<file path="src/rtl/cpu_mem_bridge_pkg.sv">
// Shared types and constants for the CPU <-> memory-controller request bridge.
package cpu_mem_pkg;

    typedef enum logic [1:0] {IDLE, REQ, DONE} bridge_state_t;

    // mc_rw encoding: {valid, 1=read/0=write}
    localparam logic [1:0] MC_NOP = 2'b01;
    localparam logic [1:0] MC_RD  = 2'b11;
    localparam logic [1:0] MC_WR  = 2'b10;

    localparam int TIMEOUT_DEFAULT = 255;

    function automatic logic [1:0] mc_cmd(input logic is_wr);
        return is_wr ? MC_WR : MC_RD;
    endfunction

endpackage

</file>
<file path="src/rtl/cpu_mem_bridge_if.sv">
// Memory-controller CPU read/write port; the bridge drives it as master.
interface cpu_mem_bridge_if #(
    parameter int ADDR_W = 32,
    parameter int DATA_W = 32
);
    logic [ADDR_W-1:0] mc_rw_addr;
    logic [1:0]        mc_rw;
    logic [DATA_W-1:0] mc_wr_data;
    logic              mc_wr_oe;
    logic [DATA_W-1:0] mc_rd_data;
    logic              mc_rw_vld;

    modport master (
        output mc_rw_addr, mc_rw, mc_wr_data, mc_wr_oe,
        input  mc_rd_data, mc_rw_vld
    );

    modport slave (
        input  mc_rw_addr, mc_rw, mc_wr_data, mc_wr_oe,
        output mc_rd_data, mc_rw_vld
    );
endinterface

</file>
<file path="src/rtl/cpu_mem_bridge_wait_timer.sv">
// Saturating wait counter; expired flags the last permitted REQ cycle.
module wait_timer #(
    parameter int TIMEOUT = 255
) (
    input  logic clk,
    input  logic rst,
    input  logic clr,
    input  logic en,
    output logic expired
);
    localparam int CW = $clog2(TIMEOUT + 1);
    localparam logic [CW-1:0] MAX  = CW'(TIMEOUT);
    localparam logic [CW-1:0] LAST = CW'(TIMEOUT - 1);

    logic [CW-1:0] cnt;

    always_ff @(posedge clk) begin
        if (rst || clr)
            cnt <= '0;
        else if (en && cnt != MAX)
            cnt <= cnt + 1'b1;
    end

    // Counter holds (TIMEOUT-1) during the TIMEOUT-th REQ cycle, so abort lands there.
    assign expired = (cnt >= LAST);
endmodule

</file>
<file path="src/rtl/cpu_mem_bridge.sv">
// Registered load/store bridge: holds one request on the controller port,
// stalls the CPU meanwhile and aborts after TIMEOUT wait cycles.
module cpu_mem_bridge
    import cpu_mem_pkg::*;
#(
    parameter int ADDR_W  = 32,
    parameter int DATA_W  = 32,
    parameter int TIMEOUT = TIMEOUT_DEFAULT
) (
    input  logic              clk,
    input  logic              rst,
    input  logic [ADDR_W-1:0] cpu_addr,
    input  logic [DATA_W-1:0] cpu_wr_data,
    input  logic              cpu_rd,
    input  logic              cpu_wr,
    output logic [DATA_W-1:0] cpu_rd_data,
    output logic              cpu_stall,
    output logic              cpu_err,
    cpu_mem_bridge_if.master  mc
);
    bridge_state_t     state_q, state_d;
    logic              req;
    logic              is_wr;
    logic              err_q;
    logic [DATA_W-1:0] data_q;
    logic              tmr_clr, tmr_en, tmr_expired;

    assign req = cpu_rd | cpu_wr;

    wait_timer #(.TIMEOUT(TIMEOUT)) u_wait_timer (
        .clk     (clk),
        .rst     (rst),
        .clr     (tmr_clr),
        .en      (tmr_en),
        .expired (tmr_expired)
    );

    always_ff @(posedge clk) begin
        if (rst) state_q <= IDLE;
        else     state_q <= state_d;
    end

    always_comb begin
        state_d = state_q;
        tmr_clr = 1'b0;
        tmr_en  = 1'b0;
        case (state_q)
            IDLE: if (req) begin
                state_d = REQ;
                tmr_clr = 1'b1;
            end
            REQ: begin
                tmr_en = 1'b1;
                if (mc.mc_rw_vld || tmr_expired) state_d = DONE;
            end
            DONE:    state_d = IDLE;
            default: state_d = IDLE;
        endcase
    end

    // Controller-side registers; a simultaneous vld wins over expiry.
    always_ff @(posedge clk) begin
        if (rst) begin
            mc.mc_rw_addr <= '0;
            mc.mc_wr_data <= '0;
            mc.mc_rw      <= MC_NOP;
            mc.mc_wr_oe   <= 1'b0;
            is_wr         <= 1'b0;
            err_q         <= 1'b0;
            data_q        <= '0;
        end else begin
            case (state_q)
                IDLE: if (req) begin
                    mc.mc_rw_addr <= cpu_addr;
                    mc.mc_wr_data <= cpu_wr_data;
                    mc.mc_rw      <= mc_cmd(cpu_wr);
                    mc.mc_wr_oe   <= cpu_wr;
                    is_wr         <= cpu_wr;
                    err_q         <= 1'b0;
                end
                REQ: begin
                    if (mc.mc_rw_vld) begin
                        if (!is_wr) data_q <= mc.mc_rd_data;
                        mc.mc_rw    <= MC_NOP;
                        mc.mc_wr_oe <= 1'b0;
                    end else if (tmr_expired) begin
                        data_q      <= '0;
                        err_q       <= 1'b1;
                        mc.mc_rw    <= MC_NOP;
                        mc.mc_wr_oe <= 1'b0;
                    end
                end
                default: ;
            endcase
        end
    end

    // First request cycle stalls combinationally, before the FSM has moved.
    assign cpu_stall   = ~rst & (((state_q == IDLE) & req) | (state_q == REQ));
    assign cpu_rd_data = (state_q == DONE) ? data_q : '0;
    assign cpu_err     = (state_q == DONE) & err_q;
endmodule

</file>
<file path="src/flat_wrapper.sv">
// flat-port wrapper written by rule: the top's interface ports become plain ports
module cpu_mem_bridge_flat import cpu_mem_pkg::*;
#(
    parameter int ADDR_W  = 32,
    parameter int DATA_W  = 32,
    parameter int TIMEOUT = TIMEOUT_DEFAULT
)
  (clk, rst, cpu_addr, cpu_wr_data, cpu_rd, cpu_wr, cpu_rd_data, cpu_stall, cpu_err, mc_mc_rw_addr, mc_mc_rw, mc_mc_wr_data, mc_mc_wr_oe, mc_mc_rd_data, mc_mc_rw_vld);
  cpu_mem_bridge_if #(.ADDR_W(ADDR_W), .DATA_W(DATA_W)) mc_i ();
  input  logic clk;
  input  logic rst;
  input  logic [ADDR_W-1:0] cpu_addr;
  input  logic [DATA_W-1:0] cpu_wr_data;
  input  logic cpu_rd;
  input  logic cpu_wr;
  output logic [DATA_W-1:0] cpu_rd_data;
  output logic cpu_stall;
  output logic cpu_err;
  output wire logic [$bits(mc_i.mc_rw_addr)-1:0] mc_mc_rw_addr;
  output wire logic [$bits(mc_i.mc_rw)-1:0] mc_mc_rw;
  output wire logic [$bits(mc_i.mc_wr_data)-1:0] mc_mc_wr_data;
  output wire logic [$bits(mc_i.mc_wr_oe)-1:0] mc_mc_wr_oe;
  input wire logic [$bits(mc_i.mc_rd_data)-1:0] mc_mc_rd_data;
  input wire logic [$bits(mc_i.mc_rw_vld)-1:0] mc_mc_rw_vld;
  assign mc_mc_rw_addr = mc_i.mc_rw_addr;
  assign mc_mc_rw = mc_i.mc_rw;
  assign mc_mc_wr_data = mc_i.mc_wr_data;
  assign mc_mc_wr_oe = mc_i.mc_wr_oe;
  assign mc_i.mc_rd_data = mc_mc_rd_data;
  assign mc_i.mc_rw_vld = mc_mc_rw_vld;
  cpu_mem_bridge #(.ADDR_W(ADDR_W), .DATA_W(DATA_W), .TIMEOUT(TIMEOUT)) u_core (.clk(clk), .rst(rst), .cpu_addr(cpu_addr), .cpu_wr_data(cpu_wr_data), .cpu_rd(cpu_rd), .cpu_wr(cpu_wr), .cpu_rd_data(cpu_rd_data), .cpu_stall(cpu_stall), .cpu_err(cpu_err), .mc(mc_i));
endmodule
</file>
<file path="config.mk">
export PLATFORM = sky130hd
export DESIGN_NAME = cpu_mem_bridge_flat
export DESIGN_NICKNAME = d
export VERILOG_FILES = /design/src/rtl/cpu_mem_bridge_pkg.sv /design/src/rtl/cpu_mem_bridge_if.sv /design/src/rtl/cpu_mem_bridge_wait_timer.sv /design/src/rtl/cpu_mem_bridge.sv /design/src/flat_wrapper.sv
export SDC_FILE = /design/constraint.sdc
export NUM_CORES = 1
export LEC_CHECK = 0
export BUFFER_PORTS_ARGS = -buffer_cell sky130_fd_sc_hd__buf_2
export CAP_MARGIN = 20
export CORE_ASPECT_RATIO = 0.5
export CORE_MARGIN = 1
export CORE_UTILIZATION = 52
export CTS_BUF_LIST = sky130_fd_sc_hd__clkbuf_4
export DETAILED_ROUTE_END_ITERATION = 16
export GPL_ROUTABILITY_DRIVEN = 0
export PLACE_DENSITY = 0.89
export SLEW_MARGIN = 20
export SYNTH_ARGS = -nofsm -noshare
export SYNTH_HDL_FRONTEND = slang
export SYNTH_SLANG_ARGS = --single-unit
</file>
<file path="constraint.sdc">
create_clock -name clk -period 2.2 [get_ports clk]
set_input_delay 0.11 -clock clk [delete_from_list [all_inputs] [get_ports clk]]
set_output_delay 0.11 -clock clk [all_outputs]
set_load 0.02 [all_outputs]
</file>
==> results of run 1 <==
## through the flow
step	setup slack, ns	utilization	power, uW
global placement	0.600	0.695	2930
global route	0.0546	0.840	4280
finish	0.210	0.840	4080
detailed placement	0.535	0.695	2950
CTS	0.209	0.840	4060
floorplan	0.727	-	2680
## routing by layer
metal / GRT usage / vias up / share of wire
li1: - / 2318 / -
met1: 0.348 / 2195 / 0.37
met2: 0.621 / 248 / 0.52
met3: 0.0930 / 54 / 0.075
met4: 0.183 / 0 / 0.032
met5: 0 / - / 0
## registers in the layout, summed over array words and instances, names as in the netlist, 2 cells and up
register,flops
u_core.data_q,32
u_core.mc.mc_rw,2
u_core.mc.mc_rw_addr,32
u_core.mc.mc_wr_data,32
u_core.state_q,2
u_core.u_wait_timer.cnt,8
## power by group through the flow
stage	Sequential [uW]	Combinational (uW)	Clock [uW]
2_1_floorplan	2360	321	0
3_3_place_gp	2240	686	0
3_5_place_dp	2250	701	0
4_1_cts	2210	835	1020
5_1_grt	2230	936	1110
6_report	2210	870	998
## path summary, 6_finish.rpt
kind	from	end	slack, ns	depth (start not counted)
worst max-delay path	u_core.state_q[1]	cpu_rd_data[31]	0.21	4
worst min-delay path	cpu_wr	u_core.err_q	0.04	4
worst min register to register	u_core.mc.mc_wr_data[30]	u_core.mc.mc_wr_data[30]	0.46	2
worst max register to register	u_core.u_wait_timer.cnt[0]	u_core.data_q[21]	0.42	7
## worst max-delay path: cells and delay by family (launching register included)
| family | cells | cell delay (ns) |
|---|---|---|
| and+or+nand+nor | 2 | 0.40 |
| buffers and inverters | 2 | 0.44 |
| DFF | 1 | 0.57 |
## cells in the final DEF, fill, tap and decap left out, types with 2 or more instances in the layout
cell	synthesis	routed
a21oi_1	100	100
and2_1	34	34
and3_1	2	2
and3_4	2	2
buf_2	12	200
buf_4	1	10
clkbuf_4	0	9
dfxtp_1	111	111
dlygate4sd3_1	0	97
ha_1	2	2
inv_1	4	4
inv_6	0	3
inv_8	0	2
nand2_1	165	165
nand3_1	2	2
nor2_1	11	11
nor2b_2	1	2
o21ai_0	25	25
o21ai_1	10	10
or3_1	3	2
xnor2_1	4	4
xor2_1	2	2
## area by class of cell
cell class | instances | area (um^2)
sequential | 111 | 2220
timing repair buffer | 307 | 2050
clock buffer | 9 | 67.6
antenna | 1 | 2.50
fill | 450 | 1220
clock inverter | 7 | 73.8
inverter | 4 | 15.0
multi-input combinational | 383 | 1870
tap | 108 | 135
## kinds of logic (layout without fill, tap and decap cells)
group / after synthesis / in the layout / share of synthesized area
xor gates and xnor gates: 6 / 6 / 0.0123
adders and majority gates: 2 / 2 / 0.00585
and+or+nand+nor: 233 / 233 / 0.243
buffers and inverters: 42 / 327 / 0.0465
other: 0 / 1 / 0
AOI/OAI and AO/OA: 142 / 142 / 0.173
DFF: 111 / 111 / 0.519
==> results.cfg, run 1 <==
[run_status]
status = complete, no violations

[critical_path]
crit_chain = nor2b_2 -> buf_4 -> and2_1 -> buf_2
path_class = reg -> out
startpoint_type = flop
crit_required_ns = 2.09
slowest_delay_ns = 0.57
end_kind = primary output
crit_arrival_ns = 1.88
critPathMaxFanout = 33
critical_path.slowest_cell = dfxtp_1

[hold_path]
hp-class = in -> reg

[global_routing]
grt_pass1_vias = 4769
grt_util_all_layers = 0.335
overflow = 0
grt_pass1_wl_um = 22100
grt_max_degree = 53
grt_antenna_before_repair = 0

[synthesis]
yosysSeqAreaShare = 0.519
yosysUniqueCellTypes = 40
syn_inst = 536
synth_top_area_share = 0.519
netlist_area_mm2 = 0.00428
yosys_warnings = 0
synth_area_per_cell_um2 = 7.98
synthTopCellsByCount = nand2_1, dfxtp_1, a21oi_1, and2_1, o21ai_0
netlist_top_cells_area = dfxtp_1, nand2_1, a21oi_1
synth_edf_count = 0
syn-num-nets = 639
ys_async_sr_fraction = 0
ys_ff_latch = 111
synth.most_common_cell = nand2_1
synth_area_leader_cell = dfxtp_1
synthFlopType = dfxtp_1

[floorplanning]
die_width_um = 130
rows = 22
floorplan.initialDensity = 0.559
ios = 202
coreArea_mm2 = 0.00765
die_y_um = 66.1
die_area_mm2 = 0.00862

[power_and_ir_drop]
power_density_mw_per_mm2 = 635
ir_worst_vdd_uv = 481
p_leak_uw = 0.00297
power.share.clock = 0.245
p_sw_frac = 0.320
p_int_uw = 2780
comb_power_share = 0.213
power_frac_seq = 0.542
p_switching_uw = 1310

[layout]
drive_above_1_share = 0.287
layout.cells.non_filler = 930
area_growth_pct = 50.3
fin_nets = 919
finalInstanceArea_mm2 = 0.00643

[cts]
ctsRootBufferMaster = clkbuf_4
cts_made_buffers = 9
cts_setup_buffers = 0
ctsHtreeMaxLevel = 3
clk_pin_slew_ns = 0.17
ctsResizeCount = 0
cts_max_path_buffers = 2
clk_latency_ns = 0.47
tritoncts = yes
cts_sinks = 111
ctsHoldBuffers = 97

[sta]
setup_viol = 0
finalCriticalPeriod_ns = 1.99
final-hold-violation-count = 0
grt_setup_unrepaired = false
worst_pin_slew_ns = 0.546
skew_ns = 0.0174
hold_slack_ns = 0.0383
relSlewSlack = 0.636
finalSetupTns_ns = 0
max_freq_ghz = 0.503
finalCritPeriodShare = 0.904
drv_slew = 0

[detailed_routing]
drtIter0Drc = 372
drc = 0
wl_um = 14100
vias_per_cell = 5.18
drt_pass1_iterations = 7
final_antenna_net_count = 0
dr_total_vias = 4815
routedWlPerCell_um = 15.2

[placement]
dp_cells = 816
hpwl_um = 7470
place_area_mm2 = 0.00532
io_buffers = 201

[flow_run]
drv_cap = 0
Note: power is estimated with default switching activity, not from simulation.
==> run 2: changes to the inputs <==
==> constraint.sdc (replaced) <==
create_clock -name clk -period 2.2 [get_ports clk]
set_input_delay 0.11 -clock clk [delete_from_list [all_inputs] [get_ports clk]]
set_output_delay 0.11 -clock clk [all_outputs]
set_load 0.05 [all_outputs]
==> run 2 against run 1 <==
  * Register-to-register slack barely moved
  * Via count did not move
  * First-iteration DRC count unchanged
  * Combinational power rose by 26%
  * Clock power barely moved
  * Worst setup slack better by 0.036 ns
  * Sequential power barely moved
  * Critical path type unchanged
  * Critical endpoint unchanged
  * Largest cell class unchanged
  * Largest power group unchanged
==> results.cfg, run 2 (synthesis results as in run 1) <==
[detailed_routing]
drt_pass1_iterations = 7
met1_length_um = 5270
met2_length_um = 7340
dr.max_layer_used = met4
dr_total_vias = 4815
routedWlPerCell_um = 15.2
drtIter0Drc = 372
final_antenna_net_count = 0
drc = 0
wl_um = 14100
wl_met3_um = 1060
vias_per_cell = 5.18

[layout]
multiInputGateArea_mm2 = 0.00187
fillCellCount = 450
final_common_cell = buf_2
fin_nets = 919
post-route-util = 0.841
drive_above_1_share = 0.289
area_growth_pct = 50.3
regArea_mm2 = 0.00222
reg_top3 = u_core.data_q (32), u_core.mc.mc_rw_addr (32), u_core.mc.mc_wr_data (32)
final_cell_mix = buf_2, nand2_1, dfxtp_1
finalInstanceArea_mm2 = 0.00643

[placement]
hpwl_um = 7470
dp_slack_ns = 0.535
place_area_mm2 = 0.00532
io_buffers = 201

[global_routing]
grt_antenna_before_repair = 0
grt_max_degree = 53
overflow = 0
grt_pass1_wl_um = 22100
grt_pass1_vias = 4769
grt_util_all_layers = 0.335

[cts]
cts_made_buffers = 9
clk_latency_ns = 0.47
tritoncts = yes
ctsHtreeMaxLevel = 3
cts_sinks = 111
ctsRootBufferMaster = clkbuf_4
cts_max_path_buffers = 2
cts_setup_buffers = 0
clk_pin_slew_ns = 0.17

[sta]
grt_setup_unrepaired = false
relSlewSlack = 0.636
worst_pin_slew_ns = 0.546
layout_setup_ws_ns = 0.246
setup_viol = 0
finalCriticalPeriod_ns = 1.95
finalCritPeriodShare = 0.888
final-hold-violation-count = 0
finalSetupTns_ns = 0
drv_slew = 0
skew_ns = 0.0174
max_freq_ghz = 0.512

[flow_run]
drv_cap = 0

[critical_path]
critPathMaxFanout = 33
slowest_delay_ns = 0.47
crit_chain = nor2b_2 -> buf_4 -> and2_1 -> buf_2
crit_required_ns = 2.09
crit_arrival_ns = 1.84
end_kind = primary output
critical_path.slowest_cell = dfxtp_2
path_class = reg -> out
startpoint_type = flop

[floorplanning]
ios = 202
die_y_um = 66.1
die_area_mm2 = 0.00862
floorplan.initialDensity = 0.559
coreArea_mm2 = 0.00765
rows = 22
die_width_um = 130

[run_status]
status = complete, no violations

[power_and_ir_drop]
p_leak_uw = 0.00297
ir_worst_vdd_uv = 505
power_density_mw_per_mm2 = 670

[hold_path]
hp-class = in -> reg
## run 2: cell count changes in the layout (fill, tap and decap cells not counted)
cell / before / now
dfxtp_1: 111 / 110
dfxtp_2: 0 / 1
## run 2: per-layer routing
layer | track usage | vias to the layer above
met1 | 0.348 | 2195
met2 | 0.621 | 248
met5 | 0 | -
met4 | 0.183 | 0
li1 | - | 2318
met3 | 0.0930 | 54
## run 2: cell type report
| type | instances | share of cell area |
|---|---|---|
| clock inverters | 7 | 0.0115 |
| well taps | 108 | 0.0210 |
| repair buffers | 307 | 0.318 |
| clock buffers | 9 | 0.0105 |
| inverters | 4 | 0.00233 |
| diodes | 1 | 0.000389 |
| multi-input cells | 383 | 0.290 |
| flip-flops and latches | 111 | 0.346 |
## run 2: path summary, 6_finish.rpt
check | cells after the start | slack [ns] | to | startpoint
worst min register to register | 2 | 0.46 | u_core.mc.mc_wr_data[30] | u_core.mc.mc_wr_data[30]
worst max register to register | 7 | 0.42 | u_core.data_q[21] | u_core.u_wait_timer.cnt[0]
worst min-delay path | 4 | 0.04 | u_core.err_q | cpu_wr
worst max-delay path | 4 | 0.25 | cpu_rd_data[31] | u_core.state_q[1]
## run 2: power breakdown
group | total, uW | switching (uW) | internal [uW] | leakage, uW
clock | 998 | 725 | 273 | 0.0000781
sequential | 2210 | 71.5 | 2140 | 0.000910
combinational | 1100 | 739 | 362 | 0.00198
total | 4310 | 1540 | 2780 | 0.00297
## run 2: worst max-delay path, delay by kind of cell, from the launching register on
kind,cells,cell delay (ns)
buffers and inverters,2,0.54
DFF,1,0.47
and+or+nand+nor,2,0.37
## run 2: per-stage QoR
step / cells / total power, uW / hold slack [ns]
floorplan: 536 / 2910 / 0.246
global placement: 816 / 3160 / 0.349
detailed placement: 816 / 3180 / 0.356
CTS: 929 / 4290 / 0.00405
global route: 929 / 4510 / 0.0124
finish: 930 / 4310 / 0.0383
## run 2: repair_timing
item	CTS	global route
hold endpoints to repair	97	0
setup endpoints to repair	0	24
hold buffers	97	0
resized for setup	0	1
==> run 3: changes to the inputs <==
--- a/config.mk
+++ b/config.mk
@@ -7,13 +7,17 @@
 export LEC_CHECK = 0
 export BUFFER_PORTS_ARGS = -buffer_cell sky130_fd_sc_hd__buf_2
 export CAP_MARGIN = 20
+export CELL_PAD_IN_SITES_DETAIL_PLACEMENT = 1
+export CELL_PAD_IN_SITES_GLOBAL_PLACEMENT = 1
 export CORE_ASPECT_RATIO = 0.5
 export CORE_MARGIN = 1
-export CORE_UTILIZATION = 52
+export CORE_UTILIZATION = 36
 export CTS_BUF_LIST = sky130_fd_sc_hd__clkbuf_4
+export CTS_CLUSTER_DIAMETER = 150
 export DETAILED_ROUTE_END_ITERATION = 16
 export GPL_ROUTABILITY_DRIVEN = 0
-export PLACE_DENSITY = 0.89
+export PLACE_DENSITY = 0.88
+export SKIP_CTS_REPAIR_TIMING = 1
 export SLEW_MARGIN = 20
 export SYNTH_ARGS = -nofsm -noshare
 export SYNTH_HDL_FRONTEND = slang
==> run 3 against run 2 <==
  * The run now ends with setup timing left
  * Sequential share of layout area shrank 0.27 points
  * Non-clock buffer count shrank 1
  * Final area grew 0.72%
  * Count of clock-buffer cells in the layout is the same
  * Utilization shrank 27 points
  * Critical endpoint is now cpu_rd_data[25]
==> results.cfg, run 3 (synthesis results as in run 1) <==
[detailed_routing]
dr_total_vias = 4946
final_antenna_net_count = 0
vias_per_cell = 5.05
wl_um = 17600
drc = 0
drtIter0Drc = 245
drt_pass1_iterations = 5
routedWlPerCell_um = 17.9

[cts]
tritoncts = yes
ctsHtreeMaxLevel = 3
ctsRootBufferMaster = clkbuf_4
cts_max_path_buffers = 2
clk_latency_ns = 0.48
cts_sinks = 111
cts_made_buffers = 9
clk_pin_slew_ns = 0.17

[floorplanning]
floorplan.initialDensity = 0.379
coreArea_mm2 = 0.0113
die_y_um = 79.1
ios = 202
die_width_um = 156
die_area_mm2 = 0.0124
rows = 27

[sta]
max_freq_ghz = 0.454
layout_setup_ws_ns = -0.00468
skew_ns = 0.0329
hold_slack_ns = 0.0740
worst_pin_slew_ns = 0.613
drv_slew = 0
finalCriticalPeriod_ns = 2.20
finalSetupTns_ns = -0.00873
final-hold-violation-count = 0
relSlewSlack = 0.591
setup_viol = 2
finalCritPeriodShare = 1.00

[layout]
final_cell_mix = buf_2, nand2_1, dfxtp_1
n_antenna_cell = 0
area_growth_pct = 51.4
fin_nets = 918
drive_above_1_share = 0.285
reg_top3 = u_core.data_q (32), u_core.mc.mc_rw_addr (32), u_core.mc.mc_wr_data (32)
layout.cells.non_filler = 979
final_common_cell = buf_2

[critical_path]
crit_required_ns = 2.09
startpoint_type = flop
crit_arrival_ns = 2.09
critPathMaxFanout = 33
end_kind = primary output
path_class = reg -> out

[placement]
dp_slack_ns = 0.496
dp_cells = 867
hpwl_um = 9010
io_buffers = 201

[run_status]
violations = setup timing
status = complete, but fails checks

[global_routing]
grt_max_degree = 56
grt_pass1_wl_um = 20300
grt_util_all_layers = 0.206
grt_antenna_before_repair = 0
overflow = 0
grt_pass1_vias = 4320

[power_and_ir_drop]
power_density_mw_per_mm2 = 681
ir_worst_vdd_uv = 325
p_leak_uw = 0.00296
p_total_uw = 4410

[hold_path]
hp-class = in -> reg

[flow_run]
drv_cap = 0
run 3: cell count changes in the layout (fill, tap and decap cells not counted), sizes merged:
| cell | previous run | this run |
|---|---|---|
| inv | 9 | 5 |
| diode | 1 | 0 |
| clkinvlp | 0 | 1 |
| clkinv | 2 | 4 |
| bufinv | 0 | 1 |
| dlygate4sd3 | 97 | 96 |
run 3: layout make-up:
type                       count  area (um^2)
fill                        1439         4800
multi-input combinational    383         1870
inverter                       4         15.0
clock inverter                 7         72.6
sequential                   111         2220
clock buffer                   9         67.6
tap                          159          199
timing repair buffer         306         2040
run 3: metal layers:
metal / track usage / share of wire / up-vias
met5: 0 / 0 / -
met4: 0.100 / 0.035 / 0
met3: 0.0486 / 0.052 / 64
met2: 0.373 / 0.52 / 196
met1: 0.231 / 0.39 / 2376
li1: - / - / 2310
run 3: path summary, 6_finish.rpt:
check,start,endpoint,cells after the start,slack [ns]
min reg2reg,u_core.mc.mc_wr_data[18],u_core.mc.mc_wr_data[18],2,0.46
min,mc_mc_rw_vld,u_core.state_q[0],3,0.07
max reg2reg,u_core.u_wait_timer.cnt[0],u_core.data_q[20],7,0.32
max,u_core.state_q[1],cpu_rd_data[25],4,-0.005
run 3: critical path: stages, from the launching register on:
cell	delay [ns]
dfxtp_1	0.60
nor2b_1	0.22
buf_4	0.32
and2_1	0.20
buf_2	0.27
run 3: power by group:
| part | switching, uW | internal, uW | leakage [uW] |
|---|---|---|---|
| Combinational | 769 | 360 | 0.00198 |
| Clock | 713 | 349 | 0.0000739 |
| Sequential | 77.8 | 2140 | 0.000910 |
run 3: through the flow:
step	cell area, um^2	util
floorplan	4280	-
global placement	5380	0.477
finish	6480	0.574
CTS	5520	0.489
global route	6480	0.574
detailed placement	5380	0.477
